==> config.mk <==
export PLATFORM = sky130hd
export DESIGN_NAME = axi_lite_master_arbiter
export DESIGN_NICKNAME = d
export VERILOG_FILES = /design/src/rtl/axi_lite_master_arbiter.sv
export SDC_FILE = /design/constraint.sdc
export NUM_CORES = 1
export LEC_CHECK = 0
export BUFFER_PORTS_ARGS = -buffer_cell sky130_fd_sc_hd__buf_2
export CAP_MARGIN = 20
export CORE_MARGIN = 2
export CORE_UTILIZATION = 42
export DETAILED_ROUTE_END_ITERATION = 7
export GPL_TIMING_DRIVEN = 0
export PLACE_DENSITY = 0.77
export SKIP_CTS_REPAIR_TIMING = 1
export SYNTH_ARGS = -nofsm -noshare
export SYNTH_HDL_FRONTEND = slang
export SYNTH_SLANG_ARGS = --single-unit
==> constraint.sdc <==
create_clock -name M_AXI_ACLK -period 2.9 [get_ports M_AXI_ACLK]
set_input_delay 0 -clock M_AXI_ACLK [delete_from_list [all_inputs] [get_ports M_AXI_ACLK]]
set_output_delay 0 -clock M_AXI_ACLK [all_outputs]
set_load 0.02 [all_outputs]
==> src/rtl/axi_lite_master_arbiter.sv <==
// Two-requester AXI4-Lite master, one transaction outstanding.
// Define AXI_LITE_ARB_RR_EN for round-robin arbitration (else REQ0 priority).
module axi_lite_master_arbiter #(
  parameter int P_M_AXI_DATA_WIDTH = 32,
  parameter int P_M_AXI_ADDR_WIDTH = 4
) (
  input  logic                            M_AXI_ACLK,
  input  logic                            M_AXI_ARESET,
  input  logic                            REQ0_VALID,
  input  logic                            REQ0_WE,
  input  logic [P_M_AXI_ADDR_WIDTH-1:0]   REQ0_ADDR,
  input  logic [P_M_AXI_DATA_WIDTH-1:0]   REQ0_WDATA,
  input  logic [P_M_AXI_DATA_WIDTH/8-1:0] REQ0_WSTRB,
  output logic                            REQ0_DONE,
  output logic [P_M_AXI_DATA_WIDTH-1:0]   REQ0_RDATA,
  output logic [1:0]                      REQ0_RESP,
  input  logic                            REQ1_VALID,
  input  logic                            REQ1_WE,
  input  logic [P_M_AXI_ADDR_WIDTH-1:0]   REQ1_ADDR,
  input  logic [P_M_AXI_DATA_WIDTH-1:0]   REQ1_WDATA,
  input  logic [P_M_AXI_DATA_WIDTH/8-1:0] REQ1_WSTRB,
  output logic                            REQ1_DONE,
  output logic [P_M_AXI_DATA_WIDTH-1:0]   REQ1_RDATA,
  output logic [1:0]                      REQ1_RESP,
  output logic [P_M_AXI_ADDR_WIDTH-1:0]   M_AXI_AWADDR,
  output logic [2:0]                      M_AXI_AWPROT,
  output logic                            M_AXI_AWVALID,
  input  logic                            M_AXI_AWREADY,
  output logic [P_M_AXI_DATA_WIDTH-1:0]   M_AXI_WDATA,
  output logic [P_M_AXI_DATA_WIDTH/8-1:0] M_AXI_WSTRB,
  output logic                            M_AXI_WVALID,
  input  logic                            M_AXI_WREADY,
  input  logic [1:0]                      M_AXI_BRESP,
  input  logic                            M_AXI_BVALID,
  output logic                            M_AXI_BREADY,
  output logic [P_M_AXI_ADDR_WIDTH-1:0]   M_AXI_ARADDR,
  output logic [2:0]                      M_AXI_ARPROT,
  output logic                            M_AXI_ARVALID,
  input  logic                            M_AXI_ARREADY,
  input  logic [P_M_AXI_DATA_WIDTH-1:0]   M_AXI_RDATA,
  input  logic [1:0]                      M_AXI_RRESP,
  input  logic                            M_AXI_RVALID,
  output logic                            M_AXI_RREADY
);

  localparam int DW = P_M_AXI_DATA_WIDTH;
  localparam int AW = P_M_AXI_ADDR_WIDTH;
  localparam int SW = DW / 8;

  typedef enum logic [2:0] {
    IDLE, WADDR, WRESP, RADDR, RDATA, FIN
  } state_t;

  state_t        state;
  logic          gnt;
  logic [AW-1:0] addr_q;
  logic [DW-1:0] wdata_q;
  logic [SW-1:0] wstrb_q;

  logic          any_req;
  logic          pick;
  logic          sel_we;
  logic [AW-1:0] sel_addr;
  logic [DW-1:0] sel_wdata;
  logic [SW-1:0] sel_wstrb;
  logic          aw_ok;
  logic          w_ok;

  assign any_req = REQ0_VALID | REQ1_VALID;

`ifdef AXI_LITE_ARB_RR_EN
  logic last;

  assign pick = (REQ0_VALID && REQ1_VALID) ? ~last : REQ1_VALID;

  always_ff @(posedge M_AXI_ACLK or posedge M_AXI_ARESET) begin
    if (M_AXI_ARESET)
      last <= 1'b1;
    else if (state == IDLE && any_req)
      last <= pick;
  end
`else
  assign pick = ~REQ0_VALID;
`endif

  always_comb begin
    sel_we    = REQ0_WE;
    sel_addr  = REQ0_ADDR;
    sel_wdata = REQ0_WDATA;
    sel_wstrb = REQ0_WSTRB;
    if (pick) begin
      sel_we    = REQ1_WE;
      sel_addr  = REQ1_ADDR;
      sel_wdata = REQ1_WDATA;
      sel_wstrb = REQ1_WSTRB;
    end
  end

  // A channel is finished once its VALID has dropped or is being accepted now.
  assign aw_ok = ~M_AXI_AWVALID | M_AXI_AWREADY;
  assign w_ok  = ~M_AXI_WVALID  | M_AXI_WREADY;

  assign M_AXI_AWADDR = addr_q;
  assign M_AXI_ARADDR = addr_q;
  assign M_AXI_WDATA  = wdata_q;
  assign M_AXI_WSTRB  = wstrb_q;
  assign M_AXI_AWPROT = 3'b000;
  assign M_AXI_ARPROT = 3'b000;

  always_ff @(posedge M_AXI_ACLK or posedge M_AXI_ARESET) begin
    if (M_AXI_ARESET) begin
      state         <= IDLE;
      gnt           <= 1'b0;
      addr_q        <= '0;
      wdata_q       <= '0;
      wstrb_q       <= '0;
      M_AXI_AWVALID <= 1'b0;
      M_AXI_WVALID  <= 1'b0;
      M_AXI_BREADY  <= 1'b0;
      M_AXI_ARVALID <= 1'b0;
      M_AXI_RREADY  <= 1'b0;
      REQ0_DONE     <= 1'b0;
      REQ1_DONE     <= 1'b0;
      REQ0_RDATA    <= '0;
      REQ1_RDATA    <= '0;
      REQ0_RESP     <= 2'b00;
      REQ1_RESP     <= 2'b00;
    end else begin
      REQ0_DONE <= 1'b0;
      REQ1_DONE <= 1'b0;
      unique case (state)
        IDLE: begin
          if (any_req) begin
            gnt     <= pick;
            addr_q  <= sel_addr;
            wdata_q <= sel_wdata;
            wstrb_q <= sel_wstrb;
            if (sel_we) begin
              state         <= WADDR;
              M_AXI_AWVALID <= 1'b1;
              M_AXI_WVALID  <= 1'b1;
            end else begin
              state         <= RADDR;
              M_AXI_ARVALID <= 1'b1;
            end
          end
        end
        WADDR: begin
          if (M_AXI_AWREADY)
            M_AXI_AWVALID <= 1'b0;
          if (M_AXI_WREADY)
            M_AXI_WVALID <= 1'b0;
          if (aw_ok && w_ok) begin
            state        <= WRESP;
            M_AXI_BREADY <= 1'b1;
          end
        end
        WRESP: begin
          if (M_AXI_BVALID) begin
            state        <= FIN;
            M_AXI_BREADY <= 1'b0;
            if (gnt) begin
              REQ1_RESP <= M_AXI_BRESP;
              REQ1_DONE <= 1'b1;
            end else begin
              REQ0_RESP <= M_AXI_BRESP;
              REQ0_DONE <= 1'b1;
            end
          end
        end
        RADDR: begin
          if (M_AXI_ARREADY) begin
            state         <= RDATA;
            M_AXI_ARVALID <= 1'b0;
            M_AXI_RREADY  <= 1'b1;
          end
        end
        RDATA: begin
          if (M_AXI_RVALID) begin
            state        <= FIN;
            M_AXI_RREADY <= 1'b0;
            if (gnt) begin
              REQ1_RDATA <= M_AXI_RDATA;
              REQ1_RESP  <= M_AXI_RRESP;
              REQ1_DONE  <= 1'b1;
            end else begin
              REQ0_RDATA <= M_AXI_RDATA;
              REQ0_RESP  <= M_AXI_RRESP;
              REQ0_DONE  <= 1'b1;
            end
          end
        end
        FIN:     state <= IDLE;
        default: state <= IDLE;
      endcase
    end
  end

endmodule

Yosys cells after proc, flatten, opt, wreduce, memory -nomap -nowiden
Cells that the tools add are included.
{"block": "word_totals", "regBits": 119, "input_bits": 127, "out_inout_bits": 125, "wordCells": 103}
{"block": "op_classes", "eq_ne": 17, "n_mux": 45, "bitwise": 7, "n_reduce_logical": 18}
{"cell": "$mux 32", "n": 1}
{"cell": "$ne 2x2->1 const B", "n": 13}
{"cell": "$mux 1", "n": 18}
{"cell": "$mux 2", "n": 9}
{"cell": "$mux 3", "n": 5}
{"cell": "$pmux 3 s5", "n": 1}
{"cell": "$reduce_and 5->1", "n": 3}
{"cell": "$pmux 1 s2", "n": 7}
{"cell": "$reduce_and 3->1", "n": 4}
{"cell": "$reduce_and 4->1", "n": 3}
{"cell": "$reduce_bool 2->1", "n": 5}
{"cell": "$mux 4", "n": 2}
{"cell": "$pmux 2 s2", "n": 2}
{"cell": "$eq 3x2->1 const B", "n": 2}
{"cell": "$not 1->1", "n": 4}
{"cell": "$eq 3x1->1 const B", "n": 1}
{"cell": "$eq 3x3->1 const B", "n": 1}
{"cell": "$logic_not 3->1", "n": 1}
{"cell": "$or 1x1->1", "n": 3}
{"cell": "$reduce_and 2->1", "n": 1}
{"cell": "$logic_and 1x1->1", "n": 1}

Longest topological paths before layout
{"block": "depth", "depth_word": 5, "depth_mapped": 7, "depth_no_buf": 4}

Least setup slack after synthesis
No wires, ideal clock.
{"block": "synth_path", "path_type": "register to register", "from": "register state[0]", "to": "register REQ0_RDATA[0]", "setup_ns": 0.128, "arrival_ns": 1.412, "required_time_ns": 2.772, "slack_ns": 1.360, "stages_incl_launch_ff": 5, "n_path_buf": 2, "period_less_slack_ns": 1.540, "path_cell_list": "dfrtp_1 -> buf_2 -> nor4_4 -> buf_4 -> mux2_1"}
{"block": "synth_between", "elab_chain_cells": 2}
{"element": "start, declared", "line": "54", "source": "state_t state;"}
{"element": "start signal, assigned", "line": "112", "source": "state <= IDLE;"}
{"element": "start signal, assigned", "line": "139", "source": "state <= WADDR;"}
{"element": "start signal, assigned", "line": "143", "source": "state <= RADDR;"}
{"element": "$eq 3x3->1", "line": "131", "source": "unique case (state)"}
{"element": "$reduce_and 3->1 (no line)"}
{"element": "end signal, assigned", "line": "124", "source": "REQ0_RDATA <= '0;"}
{"element": "end signal, assigned", "line": "187", "source": "REQ0_RDATA <= M_AXI_RDATA;"}
{"element": "end, declared", "line": "15", "source": "output logic [P_M_AXI_DATA_WIDTH-1:0] REQ0_RDATA,"}
Every way passes these cells.
A chain may end at the register's enable or synchronous reset.

Final worst setup path
{"block": "layout_path", "from": "register state[0]", "to": "register REQ0_RESP[1]"}
{"block": "layout_between", "elab_chain_cells": 3, "elab_cells_between_ends": 9, "cone_classes": "eq/ne (6); mux (1); reduce/logical (2)"}
{"element": "$eq 3x2->1 / $eq 3x3->1 (equally long branches)", "line": "131"}
{"element": "$ne 2x2->1 (no line) / $reduce_bool 2->1 (equally long branches)"}
{"element": "$reduce_and 5->1 (no line)"}
{"element": "end signal, assigned", "line": "126", "source": "REQ0_RESP <= 2'b00;"}
{"element": "end signal, assigned", "line": "166", "source": "REQ0_RESP <= M_AXI_BRESP;"}
{"element": "end signal, assigned", "line": "188", "source": "REQ0_RESP <= M_AXI_RRESP;"}
{"element": "end, declared", "line": "16", "source": "output logic [1:0] REQ0_RESP,"}
Parallel ways exist; a longest one is shown, timed or not.

==> results <==
- The die is approximately 110 um wide.
- In the layout the commonest cells are 256 x sky130_fd_sc_hd__buf_2, 123 x sky130_fd_sc_hd__dlygate4sd3_1, 119 x sky130_fd_sc_hd__dfrtp_1.
- The number of optimization iterations in the first detailed-route pass is 4.
- The number of hold violations in the final report was 0.
- Total power for the finished layout comes to a little under 9 mW.
- For this design, the sink count on the clock tree is approximately 120.
- In this run the tool buffered the top-level ports with 244 buffer cells.
- The number of ports placed on the die boundary is between 200 and 300.
- The library cell used most frequently in the layout, excluding fill and tap cells, is sky130_fd_sc_hd__buf_2.
- The worst min-delay path category is in -> reg.
- The maximum clock rate is between 500 and 600 MHz.
- Max-cap violations in this run came to 0.
- The share of synthesized area in the top cell type comes to 0.583.
- Dividing the final minimum period by the clock period gives 0.665.
- The routed wire length is 15500 um.
- For this design the total switching power over the nets is between 3 and 4 mW.
- The share of total power dissipated in the clock network is 0.235.
- Of the total power, the share spent switching nets is 0.391.
- The instance area at placement is ~6600 um^2.
- STA classifies the critical path startpoint as a register.
- The most used flip-flop cell after synthesis is sky130_fd_sc_hd__dfrtp_1.
- The core region is roughly 12000 um^2.
- Clock tree synthesis selected as its root buffer the cell sky130_fd_sc_hd__clkbuf_16.
- After synthesis, the share of cell area in mux cells is 0.228.
- The met2 track utilization from global routing is 0.357.
- Measured against its own limit, the worst slew margin works out to 0.503.
- The floorplan has 40 rows.
- Of the total synthesized cell area, the portion taken by XOR and XNOR cells is 0.
- Counting tap cells, the placed design contains a total of 800 instances.
- The cell leakage power is about 4.3 nW.
- The total overflow left after global routing is 0.
- The synthesized design contains 0 enable-type register cells.
- Setup violations remaining at the end of the flow were counted as 0.
- The synthesized instance count is 402.
- The share of total power dissipated in combinational logic is 0.428.
- The worst setup path is of the reg -> reg kind.
- Of the total synthesized cell area, the portion taken by AND, OR, NAND and NOR gates is 0.0625.
- The combinational family with the most area after synthesis is multiplexers.
- The actual transition at the worst max-transition pin is about 0.74 ns.
- The maximum number of pins on one net before global-route repair is 45.
- The initial cell density of the core is 0.427.
- For this run, the register share of the synthesized area comes to 0.583.
- The total CTS buffers is 17.
- The maximum vdd ir drop is roughly 0.00066 V.
- The peak-usage layer in the global routing report is met2.
- After legalization and detailed placement, the total HPWL measured a little under 10000 um.
- The power density over cell area is a little over 1000 nW/um^2.
- The portion of total power attributed to sequential cells is 0.336.
- The first-pass GRT wire length is about 20000 um.
- Internal power comes to 5.30 mW.
- The final layout contains slightly above 900 nets.
- The number of antenna violations at the first check in global routing came to 1.
- The worst endpoint data arrival time is approximately 2.2 ns.
- The data required time at the worst endpoint is 3.17 ns.
- After the first detailed-routing iteration, the DRC count stood at 198.
- The via count of the first global-routing pass is 4262.
- The count of nets left with antenna violations once routing finished came out at 0.
- The worst path meets setup with 0.970 ns of slack.
- The number of H-tree levels is 4.
- Hold timing on the final database bottoms out at a slack of 0.121 ns.
- For the final database, setup skew stands at approximately 0.0098 ns.
- The critical-path maximum fanout is 8.
- The total of flip-flops plus latches after synthesis is between 100 and 150.
- STA classifies the critical path endpoint as a register.
- The number of vias per cell after detailed routing is about 5.
- The vertical die dimension is roughly 110 um.
- The met1 track demand over resource in global routing is 0.217.
- The post-route non-filler standard cell count is around 960.
- Setup repair after global routing left no endpoint under its margin.
- Sorting the synthesized cells by area gives the leading types as sky130_fd_sc_hd__dfrtp_1 58%, sky130_fd_sc_hd__mux2i_1 8.4%, sky130_fd_sc_hd__mux2_1 7.9%, sky130_fd_sc_hd__mux2_2 6.4%, sky130_fd_sc_hd__a21oi_1 5.0%.
- After layout, the minimum clock period comes to between 1.5 and 2 ns.
- For this run, the total global-route usage over all layers was measured as 0.202.
- The synthesized netlist occupies a cell area of about 5100 um^2.
- In the final layout, the share of cells above drive strength 1 is 0.429.
- The die outline area is approximately 13000 um^2.
- The routability congestion estimate is about 0.8.
- Counting flops with an async set or reset pin after synthesis yields a share of 1.00.
- The setup TNS after final layout is 0 ns.
- The area growth from synthesis to layout is 64.4%.
- The largest total area in the synthesized netlist belongs to sky130_fd_sc_hd__dfrtp_1.
- Once layout is done, the placed cells without fillers occupy between 8000 and 9000 um^2.
- The utilization of the core after routing is 0.702.
- After detailed routing, the average wire length per cell comes to around 16 um.
- The number of vias in the routed layout is 4678.
- In the routed design, unresolved DRC markers number 0.
- The run finished with clean final reports.
- The number of buffers on the longest clock path is 2.
- The post-synthesis share of cell area spent on full adders, half adders and majority gates is 0.
- At the later pin of the worst-skew pair, clock insertion delay measures 0.41 ns.
- After synthesis, the mean cell area works out to 12.7 um^2.
- Yosys printed 0 warnings.
- Prior to clock tree synthesis, the placed netlist has a worst setup slack of around 1.0 ns.
- The final max-slew violation count is 0.
- The number of different library cells used by synthesis comes to 33.
- The clock transition at the register clock pins on the worst setup and hold paths after CTS is 0.05 ns.
- In the global route stage, met3 resource usage came out at 0.0757.
- TritonCTS built the clock tree.
- The complex-gate fraction of the synthesized area is 0.0769.
## critical path: stages, from the launching register on
cell	delay (ns)
sky130_fd_sc_hd__dfrtp_1	0.35
sky130_fd_sc_hd__buf_2	0.19
sky130_fd_sc_hd__nor2_2	0.19
sky130_fd_sc_hd__nand2_1	0.17
sky130_fd_sc_hd__mux2i_1	0.22
sky130_fd_sc_hd__dlygate4sd3_1	0.60
sky130_fd_sc_hd__a21oi_1	0.07
## power groups by stage
stage	Sequential [mW]	Combinational (mW)	Clock, mW
2_1_floorplan	3.86	1.32	0
3_3_place_gp	2.88	3.46	0
3_5_place_dp	2.92	3.55	0
4_1_cts	2.91	3.56	2.09
5_1_grt	3.02	4.01	2.18
6_report	2.93	3.73	2.05
## final cells by class
class | count | area, um^2
antenna | 1 | 2.50
clock buffer | 23 | 488
sequential | 119 | 2980
inverter | 8 | 33.8
fill | 836 | 3570
timing repair buffer | 369 | 2490
clock inverter | 9 | 97.6
buffer | 34 | 221
tap | 147 | 184
multi-input combinational | 246 | 1900
## cell families (layout without fill, tap and decap cells)
| group | after synthesis | count (layout) |
|---|---|---|
| AOI/OAI and AO/OA | 68 | 68 |
| and+or+nand+nor | 64 | 64 |
| buffers and inverters | 42 | 443 |
| other | 1 | 7 |
| muxes | 108 | 108 |
| DFF | 119 | 119 |
## metal layers
metal	part of all wire	routed length [um]	vias up
li1	-	-	2169
met1	0.38	5860	2274
met2	0.52	8040	202
met3	0.078	1210	33
met4	0.025	382	0
met5	0	0	-
## Yosys cell counts, types with 2 or more instances
master	n
sky130_fd_sc_hd__and2b_1	2
sky130_fd_sc_hd__clkbuf_1	2
sky130_fd_sc_hd__buf_2	12
sky130_fd_sc_hd__mux2_2	29
sky130_fd_sc_hd__buf_4	19
sky130_fd_sc_hd__a21oi_1	51
sky130_fd_sc_hd__nor2_1	47
sky130_fd_sc_hd__mux2i_1	43
sky130_fd_sc_hd__o22ai_1	2
sky130_fd_sc_hd__dfrtp_1	119
sky130_fd_sc_hd__o21ai_0	2
sky130_fd_sc_hd__a31oi_1	2
sky130_fd_sc_hd__nand2b_1	3
sky130_fd_sc_hd__a211oi_2	2
sky130_fd_sc_hd__inv_1	8
sky130_fd_sc_hd__nand2_1	4
sky130_fd_sc_hd__a2bb2oi_1	4
sky130_fd_sc_hd__mux2_1	36
## registers in the layout (all words and copies together) (netlist names), 2 cells and up
register,flops
M_AXI_WSTRB,4
M_AXI_ARADDR,4
REQ1_RESP,2
REQ1_RDATA,32
state,3
M_AXI_WDATA,32
REQ0_RESP,2
REQ0_RDATA,32
## path summary, 6_finish.rpt
kind	startpoint	to	slack, ns	depth (start not counted)
setup / recovery	state[0]$_DFFE_PP0P_	REQ0_RESP[1]$_DFFE_PP0P_	0.97	6
hold / removal	REQ0_WE	M_AXI_ARVALID$_DFFE_PP0P_	0.12	4
setup reg to reg	state[0]$_DFFE_PP0P_	REQ0_RESP[1]$_DFFE_PP0P_	0.97	6
hold reg to reg	REQ0_RDATA[17]$_DFFE_PP0P_	REQ0_RDATA[17]$_DFFE_PP0P_	0.48	1
max in group asynchronous	M_AXI_ARESET	REQ0_RDATA[14]$_DFFE_PP0P_	1.94	4
min in group asynchronous	M_AXI_ARESET	REQ1_RDATA[26]$_DFFE_PP0P_	0.29	3
Note: power is estimated with default switching activity, not from simulation.
